$ cat src/rtl/writeback_ctrl_pkg.sv
// Shared CPU definitions for the register-file write side: widths and the
// buffered long-latency result entry.
package writeback_ctrl_pkg;

  localparam int REG_W    = 5;
  localparam int DATA_W   = 32;
  localparam int NUM_REGS = 1 << REG_W;

  typedef struct packed {
    logic [REG_W-1:0]  rd;
    logic [DATA_W-1:0] data;
  } wb_entry_t;

endpackage

$ cat src/rtl/wb_fifo.sv
// Synchronous FIFO for long-latency results; power-of-two depth so the
// pointers wrap naturally, occupancy counter runs 0..DEPTH.
module wb_fifo
  import writeback_ctrl_pkg::*;
#(
  parameter int  DEPTH = 4,
  parameter type T     = wb_entry_t
) (
  input  logic                   clk,
  input  logic                   reset,
  input  logic                   i_push,
  input  T                       i_data,
  input  logic                   i_pop,
  output T                       o_head,
  output logic                   o_full,
  output logic                   o_empty,
  output logic [$clog2(DEPTH):0] o_count
);

  localparam int PTR_W = $clog2(DEPTH);
  localparam int CNT_W = PTR_W + 1;

  logic [PTR_W-1:0] r_wr_ptr;
  logic [PTR_W-1:0] r_rd_ptr;
  logic [CNT_W-1:0] r_count;
  T                 r_mem [DEPTH];

  logic w_push;
  logic w_pop;

  assign w_push = i_push && !o_full;
  assign w_pop  = i_pop && !o_empty;

  // NOTE: sequential state uses non-blocking assignments so every register
  // samples pre-edge values regardless of statement order.
  always_ff @(posedge clk or posedge reset) begin
    if (reset) begin
      r_wr_ptr <= '0;
      r_rd_ptr <= '0;
      r_count  <= '0;
    end else begin
      if (w_push) r_wr_ptr <= r_wr_ptr + 1'b1;
      if (w_pop)  r_rd_ptr <= r_rd_ptr + 1'b1;
      case ({w_push, w_pop})
        2'b10:   r_count <= r_count + 1'b1;
        2'b01:   r_count <= r_count - 1'b1;
        default: r_count <= r_count;
      endcase
    end
  end

  // NOTE: storage is not reset; the pointers and count alone define what is
  // valid, and leaving the array out of reset lets it map onto plain RAM.
  always_ff @(posedge clk) begin
    if (w_push) r_mem[r_wr_ptr] <= i_data;
  end

  assign o_head  = r_mem[r_rd_ptr];
  assign o_full  = (r_count == CNT_W'(DEPTH));
  assign o_empty = (r_count == '0);
  assign o_count = r_count;

endmodule

$ cat src/rtl/writeback_ctrl.sv
// Register-file write port owner: arbitrates ALU results over buffered
// long-latency results and keeps a pending-write scoreboard for decode.
module writeback_ctrl #(
  parameter int DEPTH  = 4,
  parameter int DATA_W = writeback_ctrl_pkg::DATA_W,
  parameter int REG_W  = writeback_ctrl_pkg::REG_W
) (
  input  logic              clk,
  input  logic              reset,
  input  logic              alu_valid,
  input  logic [REG_W-1:0]  alu_rd,
  input  logic [DATA_W-1:0] alu_data,
  input  logic              lsu_valid,
  output logic              lsu_ready,
  input  logic [REG_W-1:0]  lsu_rd,
  input  logic [DATA_W-1:0] lsu_data,
  input  logic              issue_en,
  input  logic [REG_W-1:0]  issue_rd,
  input  logic [REG_W-1:0]  rs,
  input  logic [REG_W-1:0]  rt,
  output logic              busy_rs,
  output logic              busy_rt,
  output logic              RegWrite,
  output logic [REG_W-1:0]  WriteRegister,
  output logic [DATA_W-1:0] WriteData
);

  import writeback_ctrl_pkg::*;

  localparam int N_REGS = 1 << REG_W;
  localparam int CNT_W  = $clog2(DEPTH) + 1;

  wb_entry_t          w_push_entry;
  wb_entry_t          w_head;
  logic               w_full;
  logic               w_empty;
  logic [CNT_W-1:0]   w_count;
  logic               w_alu_win;
  logic               w_pop;
  logic               w_push;
  logic [N_REGS-1:0]  w_sb_next;

  logic               r_src_fifo;
  logic [N_REGS-1:0]  r_sb;

  assign w_push_entry = '{rd: lsu_rd, data: lsu_data};
  assign lsu_ready    = !w_full;
  assign w_push       = lsu_valid && lsu_ready;

  // An ALU write to r0 is discarded, so it must not steal the port from the FIFO.
  assign w_alu_win = alu_valid && (alu_rd != '0);
  assign w_pop     = !w_alu_win && !w_empty;

  wb_fifo #(
    .DEPTH (DEPTH),
    .T     (wb_entry_t)
  ) u_fifo (
    .clk     (clk),
    .reset   (reset),
    .i_push  (w_push),
    .i_data  (w_push_entry),
    .i_pop   (w_pop),
    .o_head  (w_head),
    .o_full  (w_full),
    .o_empty (w_empty),
    .o_count (w_count)
  );

  always_ff @(posedge clk or posedge reset) begin
    if (reset) begin
      RegWrite      <= 1'b0;
      WriteRegister <= '0;
      WriteData     <= '0;
      r_src_fifo    <= 1'b0;
    end else if (w_alu_win) begin
      RegWrite      <= 1'b1;
      WriteRegister <= alu_rd;
      WriteData     <= alu_data;
      r_src_fifo    <= 1'b0;
    end else if (w_pop) begin
      RegWrite      <= (w_head.rd != '0);
      WriteRegister <= w_head.rd;
      WriteData     <= w_head.data;
      r_src_fifo    <= 1'b1;
    end else begin
      RegWrite      <= 1'b0;
      r_src_fifo    <= 1'b0;
    end
  end

  // NOTE: every combinational output gets a default first, otherwise the
  // untouched bits would infer latches.
  always_comb begin
    w_sb_next = r_sb;
    // The clear is the commit that just happened; a new reservation on the
    // same register is applied afterwards so it wins.
    if (RegWrite && r_src_fifo) w_sb_next[WriteRegister] = 1'b0;
    if (issue_en && (issue_rd != '0)) w_sb_next[issue_rd] = 1'b1;
    w_sb_next[0] = 1'b0;
  end

  always_ff @(posedge clk or posedge reset) begin
    if (reset) r_sb <= '0;
    else       r_sb <= w_sb_next;
  end

  assign busy_rs = r_sb[rs];
  assign busy_rt = r_sb[rt];

  a_count_range: assert property (@(posedge clk) disable iff (reset)
    (w_count <= CNT_W'(DEPTH)) && (w_full == (w_count == CNT_W'(DEPTH))));

endmodule

$ cat config.mk
export PLATFORM = sky130hd
export DESIGN_NAME = writeback_ctrl
export DESIGN_NICKNAME = d
export VERILOG_FILES = /design/src/rtl/writeback_ctrl_pkg.sv /design/src/rtl/wb_fifo.sv /design/src/rtl/writeback_ctrl.sv
export SDC_FILE = /design/constraint.sdc
export NUM_CORES = 1
export LEC_CHECK = 0
export CORE_MARGIN = 8
export CORE_UTILIZATION = 58
export CTS_BUF_LIST = sky130_fd_sc_hd__clkbuf_2
export CTS_CLUSTER_SIZE = 25
export DETAILED_ROUTE_END_ITERATION = 6
export PLACE_DENSITY = 0.84
export SETUP_SLACK_MARGIN = 0.15
export SLEW_MARGIN = 0
export SYNTH_ARGS = -nofsm -noshare
export SYNTH_HDL_FRONTEND = slang
export SYNTH_SLANG_ARGS = --single-unit
$ cat constraint.sdc
create_clock -name clk -period 6.7 [get_ports clk]
set_input_delay 1.675 -clock clk [delete_from_list [all_inputs] [get_ports clk]]
set_output_delay 1.675 -clock clk [all_outputs]
set_load 0.1 [all_outputs]
==> results of run 1 <==
[through the flow]
stage | std cells | utilization [%] | power (mW) | setup WS, ns
global route | 1034 | 72.1 | 5.44 | 0.991
detailed placement | 930 | 68.7 | 4.28 | 1.07
global placement | 930 | 68.7 | 4.20 | 1.17
finish | 1034 | 72.1 | 5.18 | 1.07
CTS | 1033 | 72.1 | 5.21 | 1.06
floorplan | 607 | - | 3.66 | 1.55
[layout by cell type (no fill, tap or decap), types with 3 or more instances in the layout]
cell,count
xnor2_1,3
or4_1,4
mux4_2,48
clkdlybuf4s50_1,132
a31oi_1,32
or3b_2,3
inv_1,7
clkbuf_2,82
dfrtp_1,75
edfxtp_1,148
nand4b_1,4
nand2_1,75
o21ai_0,67
nand3b_1,10
mux2_2,3
buf_4,6
and3_2,4
nand4_1,5
or3_1,3
mux4_1,3
nor2b_1,5
clkinv_1,17
nor2_1,38
xor2_1,3
mux2i_1,6
nand3_1,7
ha_1,5
[routing by layer]
metal	part of all wire, %	vias up
met5	0	-
met4	2.2	0
met3	8.1	43
met2	52	278
met1	38	3021
li1	-	2726
[state kept, by name (all words and copies together) (netlist names)]
signal / flops
u_fifo.r_wr_ptr: 2
WriteData: 32
r_src_fifo: 1
u_fifo.o_count: 3
RegWrite: 1
u_fifo.r_mem: 148
r_sb: 31
WriteRegister: 5
u_fifo.r_rd_ptr: 2
[Yosys cell counts, types with 5 or more instances]
cell type,n
edfxtp_1,148
dfrtp_1,77
nand2_1,75
o21ai_0,67
mux4_2,48
nor2_1,38
a31oi_1,32
clkbuf_1,14
buf_2,13
nand3b_1,10
inv_1,8
nand3_1,7
mux2i_1,6
ha_1,5
nand4_1,5
nor2b_1,5
[power by group]
group          leakage, nW  total (mW)  switching [mW]  internal [mW]
clock network        0.404       0.933           0.528          0.405
logic                 1.52        2.07            1.36          0.710
registers             2.21        2.18           0.288           1.89
total                 4.14        5.18            2.17           3.00
[final cells by class]
cell class	count	share of cell area, %
antenna	1	0.0220
clock buffer	82	3.61
clock inverter	21	1.17
inverter	8	0.275
multi-input combinational	343	24.5
sequential	225	56.0
tap	216	2.38
timing repair buffer	138	12.0
[logic make-up after synthesis]
group,after synthesis,synth area share [%]
AO/OA/AOI/OAI,105,6.22
XOR/XNOR,6,0.564
AND/OR/NAND/NOR,166,8.54
multiplexers,60,13.5
adder cells (fa/ha/maj),6,0.886
flip-flops,225,68.4
buffers and inverters,39,1.95
[worst max path at each step]
stage | start | endpoint | slack [ns]
after detailed placement | rs[1] | busy_rs | 1.07
after floorplan | rs[0] | busy_rs | 1.55
final | rs[1] | busy_rs | 1.07
after global routing | rt[1] | busy_rt | 0.99
after CTS | rs[1] | busy_rs | 1.06
after global placement | rs[1] | busy_rs | 1.17
==> impl_metrics.toml, run 1 <==
[clock_tree]
clk_pin_slew_ns = 0.09
cts-root-buf = "clkbuf_2"
cts_max_level = 2
cts_buffer_depth = 3
cts.sinks = 225
numCtsBuffers = 55
postCtsSetupBuffers = 0
cts_tree = "built"
post_cts_resize_count = 0
clk_latency_ns = 0.81
cts_hold_buffers = 0

[yosys]
synthTopCellsByArea = "edfxtp_1 (48%), dfrtp_1 (21%), mux4_2 (12%)"
yosysTopAreaCell = "edfxtp_1"
synthesis.area_um2 = 9320
ys_seq_elements = 225
avgSynthCellArea_um2 = 15.3
synth_edf_count = 148
synth_seq_area_share_pct = 68.4
ys.flop_type = "edfxtp_1"
yosysUniqueCellTypes = 38
async_flop_share_pct = 34.2
synth_top_area_share_pct = 47.7
netlist_instances = 607
synthesis.nets = 707
yosys_warnings = 0

[global_route]
grt_usage_pct = 22.1
grt_pass1_vias = 6657
use_met2_pct = 38.3
grt_overflow = 0
grt_pass1_wl_um = 34600
grt_max_degree = 78
grt_use_met3_pct = 7.31
antenna_found_initial = 1
met1_usage_pct = 24.4
grt.busiest_layer = "met2"

[pwr]
max-vdd-ir-drop_mv = 0.297
power_leakage_nw = 4.14
cellPowerDensity_nw_per_um2 = 455

[critical_path]
arrival_ns = 3.96
r2r_setup_slack_ns = 4.26
worstRegToRegCells = 4
critical_path_class = "input port to primary output"
start_kind = "input port"
r2r-start = "u_fifo.r_rd_ptr[1]$_DFFE_PP0P_"
end_kind = "primary output"
slowest_delay_ns = 0.73
crit_chain = "clkdlybuf4s50_1 -> mux2_2 -> a221oi_1 -> nor4_1 -> or4_1 -> buf_4"
cp_data_required_time_ns = 5.03
crit_slowest_cell = "clkdlybuf4s50_1"
critPathTopFamily = "buffers and inverters"
path_buf_inv = 2
cp_num_cells = 6
regToRegEndpoint = "RegWrite$_DFF_PP0_"
crit_fanout = 9

[floorplanning]
die_height_um = 143
dieArea_um2 = 20400
fp-row-count = 46
initial_core_util_pct = 59.1
core_area_um2 = 15800
top_level_ports = 135
dieWidth_um = 143

[layout]
drive_above_1_share_pct = 19.1
fill_cells = 1050
final-seq-area_um2 = 6370
multi_input_area_um2 = 2790
nets = 871
finish.instance_area_um2 = 11400
syn2layout_area_growth_pct = 22.1

[sta]
period_share_pct = 84.1
finalClockSkew_ns = 0.0350
final.setup.tns_ns = 0
timing_hold_violations_final = 0
setup_viol = 0
slew_violations = 0
slew_headroom_pct = 30.6
whs_ns = 0.532
tightest_slew_ns = 1.04
fmax_mhz = 177
fin_crit_ns = 5.63
rsz0062_at_grt = "no"

[hold_path]
holdPathEnd = "u_fifo.o_count[2]$_DFFE_PP0P_"
worstHoldStart = "u_fifo.o_count[2]$_DFFE_PP0P_"
holdPathStages = 1
worstHoldPathType = "flip-flop to flip-flop"

[placed_design]
dpl.hpwl_um = 14200
placed_area_um2 = 10800
gp_congestion = 1.03
port_buffers = 134

[drt]
drc = 0
postRouteAntennaNets = 0
routedWlPerCell_um = 21.0
viasPerCell = 5.87
vias = 6068
drt_iter0_drc = 472
dr.pass1.iters = 5
wl_um = 21700

[flow_run]
maxCapViolations = 0

[run_status]
status = "complete, no violations"
Power figures use the tool's default switching activity.
==> inputs of run 2 (changes only) <==
- CORE_UTILIZATION: 58 -> 56
- PLACE_DENSITY: 0.84 -> 0.82
- clock period: 6.7 -> 5.7 ns (I/O delays scaled with it)
==> run 2 against run 1 <==
Net effect:
- via count up 0.38%
- sequential share of layout area up 0.24 points
- first-iteration DRC count up 12%
- combinational power up 18%
- final area down 0.43%
- wire length up 1.9%
- count of clock-buffer cells in the layout up 2
- worst setup slack worse by 0.48 ns
- critical path type unchanged
- critical endpoint unchanged
==> impl_metrics.toml, run 2 (synthesis results as in run 1) <==
[drt]
postRouteAntennaNets = 0
drc = 0
dr_wl_met3_um = 1770
wl_met1_um = 8750
drt_iter0_drc = 530
top_layer = "met4"
wl_um = 22100
routedWlPerCell_um = 21.4
dr.pass1.iters = 5
vias = 6091
viasPerCell = 5.89
wl_met2_um = 11200

[hold_path]
worstHoldPathType = "flip-flop to flip-flop"

[floorplanning]
fp-row-count = 47
die_height_um = 145
core_area_um2 = 16400
dieArea_um2 = 21000
dieWidth_um = 145
initial_core_util_pct = 56.8
top_level_ports = 135

[placed_design]
post-place-ws_ns = 0.607
gp_congestion = 1.03
dpl.hpwl_um = 14300
port_buffers = 134

[sta]
rsz0062_at_grt = "no"
period_share_pct = 89.7
timing_hold_violations_final = 0
final.setup.tns_ns = 0
fin_crit_ns = 5.11
slew_violations = 0
slew_headroom_pct = 31.3
setup_viol = 0
finalClockSkew_ns = 0.0953
fmax_mhz = 196
tightest_slew_ns = 1.03
post-route-worst-setup-slack_ns = 0.589

[pwr]
max-vdd-ir-drop_mv = 0.366
power_leakage_nw = 4.11
cellPowerDensity_nw_per_um2 = 531

[critical_path]
start_kind = "input port"
slowest_delay_ns = 0.72
end_kind = "primary output"
critical_path_class = "input port to primary output"
crit_chain = "clkdlybuf4s50_1 -> mux2_2 -> a221oi_1 -> nor4_1 -> or4_1 -> buf_4"
crit_slowest_cell = "clkdlybuf4s50_1"
cp_data_required_time_ns = 4.28
arrival_ns = 3.69
critPathTopFamily = "buffers and inverters"
path_buf_inv = 2
crit_fanout = 9

[layout]
final_cell_mix = "edfxtp_1 (148), clkdlybuf4s50_1 (132), clkbuf_2 (84)"
top_register = "u_fifo.r_mem"
fin_util_pct = 69.0
top_regs = "u_fifo.r_mem: 148 flops, WriteData: 32 flops, r_sb: 31 flops"
nets = 870
syn2layout_area_growth_pct = 21.6
final_common_cell = "edfxtp_1"
largest_register_ffs = 148
drive_above_1_share_pct = 19.2

[clock_tree]
clk_latency_ns = 0.84
cts-root-buf = "clkbuf_2"
numCtsBuffers = 54
cts_hold_buffers = 0
cts_max_level = 2
cts.sinks = 225
postCtsSetupBuffers = 0
cts_tree = "built"
post_cts_resize_count = 0
cts_buffer_depth = 3
clk_pin_slew_ns = 0.11

[global_route]
grt_usage_pct = 21.3
grt_pass1_wl_um = 35300
grt_max_degree = 43
antenna_found_initial = 1
grt_overflow = 0
grt_pass1_vias = 6568

[run_status]
status = "complete, no violations"

[flow_run]
maxCapViolations = 0
-- run 2: cell types whose count changed in the layout (fill, tap and decap cells not counted), sizes merged --
cell and change:
clkbuf +2, bufinv -2, clkinvlp +1, clkinv -4
-- run 2: per-layer routing --
metal | vias to the layer above | track usage, %
met5 | - | 0
met4 | 0 | 8.52
met3 | 38 | 5.88
met2 | 303 | 35.4
met1 | 3036 | 25.9
li1 | 2714 | -
-- run 2: per-stage QoR --
step / cells / instance area (um^2) / hold WS [ns] / power, mW
2_1_floorplan: 607 / 9320 / 0.477 / 4.31
3_3_place_gp: 934 / 10800 / 0.508 / 4.96
3_5_place_dp: 934 / 10800 / 0.529 / 5.03
4_1_cts: 1034 / 11300 / 0.549 / 6.05
5_1_grt: 1035 / 11300 / 0.576 / 6.31
6_report: 1035 / 11300 / 0.548 / 6.01
-- run 2: layout make-up --
type | instances | area (um^2)
clock buffers | 84 | 420
inverters | 8 | 31.3
repair buffers | 138 | 1370
fillers | 1111 | 5080
multi-input cells | 343 | 2790
well taps | 220 | 275
clock inverters | 16 | 68.8
flip-flops and latches | 225 | 6370
diodes | 1 | 2.50
-- run 2: worst min-delay path: stages (launching register included) --
cell,delay [ns]
dfrtp_1,0.39
nand2_1,0.06
a31oi_1,0.07
-- run 2: report_power, final --
| part | switching [mW] | internal [mW] |
|---|---|---|
| registers | 0.335 | 2.22 |
| logic | 1.61 | 0.834 |
| clock network | 0.622 | 0.393 |
| total | 2.56 | 3.45 |
-- run 2: worst paths after layout --
check,from,endpoint,slack [ns],cells after the start
min in group asynchronous,reset,u_fifo.r_rd_ptr[1]$_DFFE_PP0P_,1.00,2
worst min-delay path,WriteData[27]$_DFFE_PP0P_,WriteData[27]$_DFFE_PP0P_,0.55,2
worst min register to register,WriteData[27]$_DFFE_PP0P_,WriteData[27]$_DFFE_PP0P_,0.55,2
max in group asynchronous,reset,r_sb[20]$_DFF_PP0_,3.61,3
worst max register to register,u_fifo.r_rd_ptr[0]$_DFFE_PP0P_,RegWrite$_DFF_PP0_,3.15,5
worst max-delay path,rs[1],busy_rs,0.59,6
==> inputs of run 3 (changes only) <==
==> constraint.sdc (replaced) <==
create_clock -name clk -period 5.7 [get_ports clk]
set_input_delay 1.425 -clock clk [delete_from_list [all_inputs] [get_ports clk]]
set_output_delay 1.425 -clock clk [all_outputs]
set_load 0.005 [all_outputs]
==> run 3 against run 2 <==
Net effect:
- die area unchanged
- clock power increased by 4%
- sequential power increased by 2%
- wire length increased by 1.8%
- utilization increased by 0.19 points
- worst setup slack got worse by 0.19 ns
- maximum frequency decreased by 3.5%
- critical path depth unchanged
- combinational power decreased by 35%
- global-route usage increased by 0.11 points
- critical path type unchanged
==> impl_metrics.toml, run 3 (synthesis results as in run 1) <==
[drt]
viasPerCell = 5.93
drc = 0
wl_um = 22500
routedWlPerCell_um = 21.7
drt_iter0_drc = 447
postRouteAntennaNets = 0
vias = 6159
dr.pass1.iters = 5

[layout]
syn2layout_area_growth_pct = 21.9
final_cell_mix = "edfxtp_1 (148), clkdlybuf4s50_1 (134), clkbuf_2 (78)"
top_regs = "u_fifo.r_mem: 148 flops, WriteData: 32 flops, r_sb: 31 flops"
drive_above_1_share_pct = 18.5
multi_input_area_um2 = 2790
final_common_cell = "edfxtp_1"
final-seq-area_um2 = 6370
layoutNonFillerInstCount = 1038
fill_cells = 1090
top_register = "u_fifo.r_mem"
largest_register_ffs = 148
nets = 870

[global_route]
antenna_found_initial = 2
grt_pass1_vias = 6565
grt_overflow = 0
grt_usage_pct = 21.4
grt_pass1_wl_um = 35600
grt_max_degree = 42

[critical_path]
start_kind = "input port"
critical_path_class = "input port to primary output"
arrival_ns = 3.87
end_kind = "primary output"
r2r_setup_slack_ns = 2.81
startpoint = "rs[1]"
cp_data_required_time_ns = 4.28
regToRegEndpoint = "RegWrite$_DFF_PP0_"
cp-endpoint = "busy_rs"
worstRegToRegCells = 5
crit_fanout = 9
r2r-start = "u_fifo.r_rd_ptr[0]$_DFFE_PP0P_"

[placed_design]
gp_congestion = 1.06
dpl.hpwl_um = 14800
dpl.cell_count = 934
port_buffers = 134

[clock_tree]
postCtsSetupBuffers = 0
post_cts_resize_count = 0
clk_latency_ns = 0.80
cts.sinks = 225
cts_buffer_depth = 3
cts-root-buf = "clkbuf_2"
numCtsBuffers = 54
clk_pin_slew_ns = 0.10
cts_tree = "built"
cts_max_level = 2
cts_hold_buffers = 0

[pwr]
max-vdd-ir-drop_mv = 0.268
power_leakage_nw = 4.11
cellPowerDensity_nw_per_um2 = 460

[sta]
fin_crit_ns = 5.30
rsz0062_at_grt = "no"
setup_viol = 0
fmax_mhz = 189
timing_hold_violations_final = 0
whs_ns = 0.543
slew_headroom_pct = 29.0
tightest_slew_ns = 1.06
period_share_pct = 92.9
finalClockSkew_ns = 0.0420
final.setup.tns_ns = 0
slew_violations = 0

[floorplanning]
dieArea_um2 = 21000
dieWidth_um = 145
initial_core_util_pct = 56.8
die_height_um = 145
top_level_ports = 135
core_area_um2 = 16400
fp-row-count = 47

[run_status]
status = "complete, no violations"

[hold_path]
worstHoldPathType = "flip-flop to flip-flop"

[flow_run]
maxCapViolations = 0
-- run 3: worst min path at each step --
stage / startpoint / endpoint / slack (ns) / depth (start not counted)
floorplan: u_fifo.o_count[2]$_DFFE_PP0P_ / u_fifo.o_count[2]$_DFFE_PP0P_ / 0.48 / 1
global placement: u_fifo.o_count[2]$_DFFE_PP0P_ / u_fifo.o_count[2]$_DFFE_PP0P_ / 0.51 / 1
detailed placement: r_sb[6]$_DFF_PP0_ / r_sb[6]$_DFF_PP0_ / 0.53 / 2
CTS: WriteData[9]$_DFFE_PP0P_ / WriteData[9]$_DFFE_PP0P_ / 0.55 / 2
global route: WriteData[27]$_DFFE_PP0P_ / WriteData[27]$_DFFE_PP0P_ / 0.57 / 2
finish: WriteData[9]$_DFFE_PP0P_ / WriteData[9]$_DFFE_PP0P_ / 0.54 / 2
-- run 3: layout make-up --
cell class	instances	share of cell area (%)
Inverter	8	0.275
Multi-Input combinational cell	343	24.5
Clock buffer	78	3.44
Timing Repair Buffer	138	12.1
Antenna cell	2	0.0441
Sequential cell	225	56.1
Clock inverter	24	1.08
Tap cell	220	2.42
-- run 3: report_power, final --
part	leakage [nW]	internal (mW)	switching (mW)
Sequential	2.21	2.22	0.376
Clock	0.380	0.418	0.629
Combinational	1.52	0.838	0.744
Total	4.11	3.47	1.75
-- run 3: per-stage QoR --
stage	setup slack, ns	power, mW	util (%)	area (um^2)
floorplan	1.49	3.48	-	9320
global placement	0.436	4.13	66.1	10800
detailed placement	0.402	4.20	66.1	10800
CTS	0.392	5.25	69.2	11400
global route	0.253	5.52	69.2	11400
finish	0.403	5.22	69.2	11400
-- run 3: layer usage --
layer	share of wire [%]	global-route usage, %	vias up
met4	2.5	9.15	0
li1	-	-	2712
met5	0	0	-
met3	7.2	6.41	52
met2	51	35.5	287
met1	39	25.5	3108
-- run 3: worst max-delay path, cell delays in order --
cell             delay (ns)
clkdlybuf4s50_1        0.72
mux2_2                 0.38
a221oi_1               0.28
nor4_1                 0.06
or4_1                  0.53
clkdlybuf4s50_1        0.47
